File: config.mk
export PLATFORM = sky130hd
export DESIGN_NAME = alu_share_arbiter
export DESIGN_NICKNAME = d
export VERILOG_FILES = /design/src/rtl/alu_share_arbiter.sv
export SDC_FILE = /design/constraint.sdc
export NUM_CORES = 1
export LEC_CHECK = 0
export CAP_MARGIN = 20
export CORE_MARGIN = 3
export CORE_UTILIZATION = 40
export DETAILED_ROUTE_END_ITERATION = 10
export GPL_TIMING_DRIVEN = 0
export PLACE_DENSITY = 0.95
export SLEW_MARGIN = 20
export SYNTH_ARGS = -nofsm -noshare
export SYNTH_HDL_FRONTEND = slang
export SYNTH_SLANG_ARGS = --single-unit
File: constraint.sdc
create_clock -name clk_i -period 3.9 [get_ports clk_i]
set_clock_uncertainty 0.15 [all_clocks]
set_input_delay 0.78 -clock clk_i [delete_from_list [all_inputs] [get_ports clk_i]]
set_output_delay 0.78 -clock clk_i [all_outputs]
set_load 0.01 [all_outputs]
File: src/rtl/alu_share_arbiter.sv
// ---------------------------------------------------------------------------
// alu_share_arbiter
//
// Lets two requesters share one combinational RV32 ALU. Requester 0 is the
// integer issue path and requester 1 is the branch/address unit. A
// round-robin arbiter picks one request and captures its operands and opcode.
// The captured values drive the ALU for EXEC_CYCLES cycles. The ALU result
// and flags are then registered and returned on a valid/ready response
// channel, tagged with the id of the requester that issued the op. An opcode
// outside 0..NUM_OPS-1 does not use the ALU. It goes straight to the response
// state with rsp_err_o set.
//
// Parameters
//   WIDTH        operand/result width (32)
//   EXEC_CYCLES  cycles the ALU inputs are held before capture (1..4)
//   NUM_OPS      number of legal ALU control codes (10)
//
// Ports
//   clk_i, reset_i                 clock, synchronous active-high reset
//   reqN_valid_i / reqN_ready_o    request handshake, requester N (0/1)
//   reqN_rs1_i, reqN_rs2_i         request operands
//   reqN_ctrl_i                    request ALUControl code
//   alu_rs1_o, alu_rs2_o           operands to the shared ALU
//   alu_ctrl_o                     ALUControl to the shared ALU
//   alu_out_i, alu_zero_i,
//   alu_negative_i                 ALU result and flags
//   rsp_valid_o / rsp_ready_i      response handshake
//   rsp_id_o                       requester that issued the op
//   rsp_result_o, rsp_zero_o,
//   rsp_negative_o                 captured ALU result and flags
//   rsp_err_o                      opcode was illegal
//
// Optional build macro ALU_ARB_STATS_EN adds these outputs:
//   stat_grant0_o, stat_grant1_o   handshakes per requester (saturating)
//   stat_stall_o                   response cycles with rsp_ready_i low
// ---------------------------------------------------------------------------
module alu_share_arbiter #(
    parameter int WIDTH       = 32,
    parameter int EXEC_CYCLES = 1,
    parameter int NUM_OPS     = 10
) (
    input  logic             clk_i,
    input  logic             reset_i,
    input  logic             req0_valid_i,
    output logic             req0_ready_o,
    input  logic [WIDTH-1:0] req0_rs1_i,
    input  logic [WIDTH-1:0] req0_rs2_i,
    input  logic [3:0]       req0_ctrl_i,
    input  logic             req1_valid_i,
    output logic             req1_ready_o,
    input  logic [WIDTH-1:0] req1_rs1_i,
    input  logic [WIDTH-1:0] req1_rs2_i,
    input  logic [3:0]       req1_ctrl_i,
    output logic [WIDTH-1:0] alu_rs1_o,
    output logic [WIDTH-1:0] alu_rs2_o,
    output logic [3:0]       alu_ctrl_o,
    input  logic [WIDTH-1:0] alu_out_i,
    input  logic             alu_zero_i,
    input  logic             alu_negative_i,
    output logic             rsp_valid_o,
    input  logic             rsp_ready_i,
    output logic             rsp_id_o,
    output logic [WIDTH-1:0] rsp_result_o,
    output logic             rsp_zero_o,
    output logic             rsp_negative_o,
    output logic             rsp_err_o
`ifdef ALU_ARB_STATS_EN
    ,
    output logic [31:0]      stat_grant0_o,
    output logic [31:0]      stat_grant1_o,
    output logic [31:0]      stat_stall_o
`endif
);

    typedef enum logic [1:0] {
        IDLE = 2'd0,
        EXEC = 2'd1,
        RESP = 2'd2
    } state_e;

    localparam int CNT_W = 3;
    localparam logic [CNT_W-1:0] LAST_CNT = CNT_W'(EXEC_CYCLES - 1);

    state_e           state_q, state_d;
    logic             rr_q, rr_d;
    logic [CNT_W-1:0] cnt_q, cnt_d;
    logic             op_id_q, op_id_d;
    logic [WIDTH-1:0] alu_rs1_q, alu_rs1_d;
    logic [WIDTH-1:0] alu_rs2_q, alu_rs2_d;
    logic [3:0]       alu_ctrl_q, alu_ctrl_d;
    logic             rsp_id_q, rsp_id_d;
    logic [WIDTH-1:0] rsp_result_q, rsp_result_d;
    logic             rsp_zero_q, rsp_zero_d;
    logic             rsp_negative_q, rsp_negative_d;
    logic             rsp_err_q, rsp_err_d;

    logic             grant0, grant1;
    logic             hs_any, hs1;
    logic [WIDTH-1:0] sel_rs1, sel_rs2;
    logic [3:0]       sel_ctrl;
    logic             sel_illegal;
    logic             last_exec;

    // rr_q set means requester 1 holds priority when both are valid.
    always_comb begin
        grant0 = req0_valid_i & (~req1_valid_i | ~rr_q);
        grant1 = req1_valid_i & (~req0_valid_i | rr_q);
    end

    // A ready only ever accompanies a matching valid, so the readys are the handshakes.
    always_comb begin
        hs1         = req1_ready_o;
        hs_any      = req0_ready_o | req1_ready_o;
        sel_rs1     = hs1 ? req1_rs1_i  : req0_rs1_i;
        sel_rs2     = hs1 ? req1_rs2_i  : req0_rs2_i;
        sel_ctrl    = hs1 ? req1_ctrl_i : req0_ctrl_i;
        sel_illegal = ({1'b0, sel_ctrl} >= 5'(NUM_OPS));
        last_exec   = (cnt_q == LAST_CNT);
    end

    // State register.
    always_ff @(posedge clk_i) begin
        if (reset_i) begin
            state_q <= IDLE;
        end else begin
            state_q <= state_d;
        end
    end

    // Next-state logic.
    always_comb begin
        state_d = state_q;
        case (state_q)
            IDLE: if (hs_any) state_d = sel_illegal ? RESP : EXEC;
            EXEC: if (last_exec) state_d = RESP;
            RESP: if (rsp_ready_i) state_d = IDLE;
            default: state_d = IDLE;
        endcase
    end

    // Output logic. The readys are gated by reset so that no handshake appears to complete on a reset edge.
    always_comb begin
        req0_ready_o = (state_q == IDLE) & ~reset_i & grant0;
        req1_ready_o = (state_q == IDLE) & ~reset_i & grant1;
        rsp_valid_o  = (state_q == RESP);
    end

    // Datapath next-state logic. An illegal op leaves the ALU inputs untouched.
    always_comb begin
        rr_d           = rr_q;
        cnt_d          = '0;
        op_id_d        = op_id_q;
        alu_rs1_d      = alu_rs1_q;
        alu_rs2_d      = alu_rs2_q;
        alu_ctrl_d     = alu_ctrl_q;
        rsp_id_d       = rsp_id_q;
        rsp_result_d   = rsp_result_q;
        rsp_zero_d     = rsp_zero_q;
        rsp_negative_d = rsp_negative_q;
        rsp_err_d      = rsp_err_q;
        if (hs_any) begin
            rr_d    = ~hs1;
            op_id_d = hs1;
            if (sel_illegal) begin
                rsp_id_d       = hs1;
                rsp_result_d   = '0;
                rsp_zero_d     = 1'b0;
                rsp_negative_d = 1'b0;
                rsp_err_d      = 1'b1;
            end else begin
                alu_rs1_d  = sel_rs1;
                alu_rs2_d  = sel_rs2;
                alu_ctrl_d = sel_ctrl;
            end
        end
        if (state_q == EXEC) begin
            if (last_exec) begin
                rsp_id_d       = op_id_q;
                rsp_result_d   = alu_out_i;
                rsp_zero_d     = alu_zero_i;
                rsp_negative_d = alu_negative_i;
                rsp_err_d      = 1'b0;
            end else begin
                cnt_d = cnt_q + CNT_W'(1);
            end
        end
    end

    always_ff @(posedge clk_i) begin
        if (reset_i) begin
            rr_q           <= 1'b0;
            cnt_q          <= '0;
            op_id_q        <= 1'b0;
            alu_rs1_q      <= '0;
            alu_rs2_q      <= '0;
            alu_ctrl_q     <= '0;
            rsp_id_q       <= 1'b0;
            rsp_result_q   <= '0;
            rsp_zero_q     <= 1'b0;
            rsp_negative_q <= 1'b0;
            rsp_err_q      <= 1'b0;
        end else begin
            rr_q           <= rr_d;
            cnt_q          <= cnt_d;
            op_id_q        <= op_id_d;
            alu_rs1_q      <= alu_rs1_d;
            alu_rs2_q      <= alu_rs2_d;
            alu_ctrl_q     <= alu_ctrl_d;
            rsp_id_q       <= rsp_id_d;
            rsp_result_q   <= rsp_result_d;
            rsp_zero_q     <= rsp_zero_d;
            rsp_negative_q <= rsp_negative_d;
            rsp_err_q      <= rsp_err_d;
        end
    end

    assign alu_rs1_o      = alu_rs1_q;
    assign alu_rs2_o      = alu_rs2_q;
    assign alu_ctrl_o     = alu_ctrl_q;
    assign rsp_id_o       = rsp_id_q;
    assign rsp_result_o   = rsp_result_q;
    assign rsp_zero_o     = rsp_zero_q;
    assign rsp_negative_o = rsp_negative_q;
    assign rsp_err_o      = rsp_err_q;

`ifdef ALU_ARB_STATS_EN
    logic [31:0] stat_grant0_q, stat_grant0_d;
    logic [31:0] stat_grant1_q, stat_grant1_d;
    logic [31:0] stat_stall_q, stat_stall_d;

    // Saturating event counters.
    always_comb begin
        stat_grant0_d = stat_grant0_q;
        stat_grant1_d = stat_grant1_q;
        stat_stall_d  = stat_stall_q;
        if (req0_ready_o && (stat_grant0_q != 32'hFFFF_FFFF)) stat_grant0_d = stat_grant0_q + 32'd1;
        if (req1_ready_o && (stat_grant1_q != 32'hFFFF_FFFF)) stat_grant1_d = stat_grant1_q + 32'd1;
        if ((state_q == RESP) && !rsp_ready_i && (stat_stall_q != 32'hFFFF_FFFF))
            stat_stall_d = stat_stall_q + 32'd1;
    end

    always_ff @(posedge clk_i) begin
        if (reset_i) begin
            stat_grant0_q <= '0;
            stat_grant1_q <= '0;
            stat_stall_q  <= '0;
        end else begin
            stat_grant0_q <= stat_grant0_d;
            stat_grant1_q <= stat_grant1_d;
            stat_stall_q  <= stat_stall_d;
        end
    end

    assign stat_grant0_o = stat_grant0_q;
    assign stat_grant1_o = stat_grant1_q;
    assign stat_stall_o  = stat_stall_q;
`endif

endmodule

Yosys cells after proc, flatten, opt, wreduce, memory -nomap -nowiden:

Index checks and enable logic that the tools add are counted.

* flip-flop bits (word level): 111
* bits in latches: 0
* RAM bits: 0
* memory bits (read-only): 0
* input bits: 175
* output and inout bits: 107
* logic and storage cells: 67
* memories kept: 0

* add/subtract/negate cells: 1
* $mul: 0
* divide/modulo/power cells: 0
* magnitude comparators: 1
* equal/unequal tests: 5
* shift-type cells: 0
* muxes and demuxes: 28
* bitwise operators: 15
* reduce and logical (&&, ||, !) cells: 5

Operators by type and width (number)
* $mux W32: 6
* $mux W1: 16
* $mux W2: 4
* $not A1 Y1: 7
* $pmux W2 S3: 1
* $and A1 B1 Y1: 5
* $ge A4 B4 Y1 const B: 1
* $mux W4: 1
* $ne A2 B2 Y1 const B: 2
* $add A3 B1 Y3 const B: 1
* $logic_not A3 Y1: 1
* $or A1 B1 Y1: 3
* $reduce_and A3 Y1: 1
* $reduce_or A3 Y1: 1
* $eq A2 B1 Y1 const B: 1
* $eq A2 B2 Y1 const B: 1
* $logic_not A2 Y1: 1
* $ne A2 B1 Y1 const B: 1
* $reduce_and A2 Y1: 1

Logic depth before layout (Yosys ltp):

* word-level depth: 10
* depth in mapped cells: 8
* mapped depth without buffers: 6

Worst setup path after synthesis:

Ideal clock, no wire load.

* path type: in2out
* from: in reset_i
* to: out req1_ready_o
* data arrival time: 1.845 ns
* required time: 2.970 ns
* path slack: 1.125 ns
* stages: 6
* buffers on the path: 3
* cells stage by stage: buf_2 nor3_2 nand3_1 clkbuf_1 buf_1 inv_1

* word-level cells in the longest chain between the ends: 3

Ends and longest elaborated chain
* start, declared: RTL line 43 `input logic reset_i,`
* $not A1 Y1: RTL line 144 `req1_ready_o = (state_q == IDLE) & ~reset_i & grant1;`
* $and A1 B1 Y1 (2 in a row): RTL line 144
* end, declared: RTL line 50 `output logic req1_ready_o,`

Every way passes these cells.

Worst setup path in the final report:

* from: in req0_valid_i
* to: out req1_ready_o

* word-level cells in the longest chain between the ends: 4

Ends and longest elaborated chain
* start, declared: RTL line 44 `input logic req0_valid_i,`
* $not A1 Y1: RTL line 107 `grant1 = req1_valid_i & (~req0_valid_i | rr_q);`
* $or A1 B1 Y1: RTL line 107
* $and A1 B1 Y1: RTL line 107
* $and A1 B1 Y1: RTL line 144

Every way passes these cells.

==> out/results.tsv <==
stage	metric	value	unit
placed_design	RD Place Congestion	0.813	
timing	Max Transition Viols Final	0	
detailed_routing	Final Routed Wirelength	15400	um
yosys	dominant cells by area after synthesis	dfxtp_1 47%, mux2i_1 28%, a32o_1 7.7%, nand2_1 5.6%, clkbuf_1 1.6%	
yosys	count of mapped cells out of synthesis	430	
floorplanning	total I/O pin count	282	
yosys	synthesis-stage register bit count	111	
cts	number of buffers created by CTS	9	
outcome	run status	finished clean	
setup_path	worst path required time	2.97	ns
cts	CTS tree	yes	
layout	fraction of final layout cells sized beyond drive strength 1	0.0455	
cts	count of cells resized by post-cts repair	1	
timing	max-slew headroom at the worst pin	0.452	
cts	total setup buffers inserted after CTS	0	
floorplanning	Total Die Area	13000	um^2
cts	count of H-tree levels built during CTS	3	
pwr	maximum resistive drop on vdd	0.220	mV
pwr	static leakage	0.00371	uW
detailed_routing	Wirelength per Cell	17.8	um
yosys	most frequently used cell type in the post-synthesis netlist	mux2i_1	
yosys	Distinct cells, synth	35	
yosys	Main synth FF type	dfxtp_1	
cts	Post-CTS Hold Fix Bufs	0	
yosys	top cell type's share of synthesized area	0.475	
detailed_routing	post-detailed-route via-to-cell ratio	5.15	
cts	CTS Root Buffer Type	clkbuf_16	
global_route	maximum number of pins on one net before global-route repair	18	
detailed_routing	initial drt markers	204	
layout	Syn-to-layout area delta	71.1	%
cts	clock slew at the register clock pins of the worst setup and hold paths	0.07	ns
yosys	leading area contributor after synthesis	dfxtp_1	
timing	setup repair after global routing missed its margin	false	
yosys	Cell Area, Synth	4680	um^2
global_route	grt ovf	0	
yosys	synthesized netlist net count	607	
floorplanning	Std-Cell Core Area	11100	um^2
timing	Period minus WS final	3.79	ns
detailed_routing	vias after detailed routing	4459	
setup_path	largest fanout on the critical path	10	
layout	area of all placed cells without fillers	8000	um^2
global_route	Total Routing Usage GR	0.232	
cts	later-pin clock latency in the skew report	0.33	ns
global_route	initial antenna violation count	0	
timing	WHS	0.311	ns
detailed_routing	post-route ant nets	0	
layout	Fillers	800	
yosys	leading cell types by count after synthesis	132 x mux2i_1, 111 x dfxtp_1, 70 x nand2_1, 36 x a32o_1, 20 x clkbuf_1	
yosys	post-synthesis async set-or-reset flop share	0	
placed_design	detailed placer's ending HPWL	12400	um
setup_path	kind of start point of the critical path	input pin	
yosys	Synth Warn #	0	
layout	Net count, final	898	
job	max-capacitance violation count	0	
placed_design	placed instance area	7660	um^2
detailed_routing	detailed-route DRC error count	0	
placed_design	total of buffers placed on input and output ports	280	
pwr	Power Density	398	nW/um^2
detailed_routing	First-pass DRT Iterations	5	
timing	Least-Margin Pin Slew	0.816	ns
timing	share of the cycle needed by the critical path after routing	0.971	
setup_path	endpoint arrival time on the critical path	2.86	ns
yosys	count of flip-flops with a built-in enable after synthesis	0	
cts	clk buf depth	2	
min_path	hold crit path type	flop to flop	
timing	final-report hold violation count	0	
floorplanning	die width	114	um
layout	antenna diode count	0	
timing	Setup-failing EPs final	0	
global_route	number of global-route vias before repair	4857	
global_route	wire length of the first global-routing pass	24000	um
floorplanning	number of rows created at floorplan	38	
timing	highest attainable clock frequency	264	MHz
yosys	sequential-to-total area share from yosys stat	0.475	
cts	Sinks on Clock Net	111	
setup_path	start-to-end type of the worst setup path	input pin to primary output	
setup_path	Critical Path End Type	primary output	
floorplanning	Die Y	114	um
floorplanning	initial cell density of the core	0.420	
yosys	average cell area after synthesis	10.9	um^2
critical path, cell delays in order:
cell and delay, ns:
clkdlybuf4s50_1 0.54, nand2b_1 0.10, nand3_1 0.08, clkbuf_1 0.41, buf_2 0.38, inv_1 0.07
clkdlybuf4s50_1 0.48
per-layer routing:
metal / wire length, um / global-route usage / up-vias
met2: 8300 / 0.437 / 189
met5: 0 / 0 / -
met3: 1170 / 0.0597 / 30
met4: 366 / 0.0863 / 0
li1: - / - / 2126
met1: 5570 / 0.246 / 2114
final timing paths:
check / cells after the start / to / start / slack, ns
setup / recovery: 7 / req1_ready_o / req0_valid_i / 0.11
hold / removal: 2 / alu_rs2_o[2] / alu_rs2_o[2] / 0.31
setup reg to reg: 6 / alu_ctrl_o[0] / state_q[1] / 1.54
hold reg to reg: 2 / alu_rs2_o[2] / alu_rs2_o[2] / 0.31
cell usage in the layout, fill, tap and decap left out, types with 3 or more instances in the layout:
cell type / n
mux2i_1: 132
dfxtp_1: 111
clkdlybuf4s50_1: 280
clkbuf_16: 9
bufinv_16: 3
nor2_1: 7
nor3_1: 3
o21ai_0: 3
buf_8: 4
buf_2: 5
a32o_1: 36
inv_1: 8
clkbuf_1: 20
nand2_1: 70
buf_4: 3
stage by stage:
| stage | setup TNS (ns) | std cells | worst slack (ns) | total power, uW | util |
|---|---|---|---|---|---|
| floorplan | 0 | 430 | 1.12 | 1670 | - |
| global placement | -0.0545 | 850 | -0.0545 | 2130 | 0.688 |
| detailed placement | -0.120 | 850 | -0.120 | 2160 | 0.688 |
| CTS | 0 | 865 | 0.105 | 3210 | 0.719 |
| global route | 0 | 865 | 0.00578 | 3320 | 0.719 |
| finish | 0 | 865 | 0.114 | 3180 | 0.719 |
power by group:
| part | total (uW) | switching [uW] | internal [uW] |
|---|---|---|---|
| sequential | 1320 | 66.3 | 1250 |
| combinational | 817 | 324 | 493 |
| clock | 1050 | 405 | 643 |
| total | 3180 | 795 | 2390 |
cell type report:
class,instances,area (um^2),area share
buffer,33,203,0.0253
clock buffer,10,239,0.0299
clock inverter,5,106,0.0133
inverter,9,33.8,0.00422
multi-input combinational,277,2220,0.278
sequential,111,2220,0.278
tap,140,175,0.0219
timing repair buffer,280,2800,0.350
registers in the layout, indices dropped and copies added (netlist names):
| name | flops |
|---|---|
| rsp_zero_o | 1 |
| rsp_negative_o | 1 |
| rsp_err_o | 1 |
| alu_rs2_o | 32 |
| cnt_q | 3 |
| alu_ctrl_o | 4 |
| rsp_id_o | 1 |
| rsp_result_o | 32 |
| rr_q | 1 |
| state_q | 2 |
| alu_rs1_o | 32 |
| op_id_q | 1 |
kinds of logic after synthesis:
logic type / count (synthesis) / share of synthesized area
DFF: 111 / 0.475
buffers and inverters: 42 / 0.0503
and+or+nand+nor: 93 / 0.0872
muxes: 132 / 0.282
xor gates and xnor gates: 1 / 0.00187
AOI/OAI and AO/OA: 49 / 0.0979
adders and majority gates: 2 / 0.00535
(Power assumes the default switching activity.)
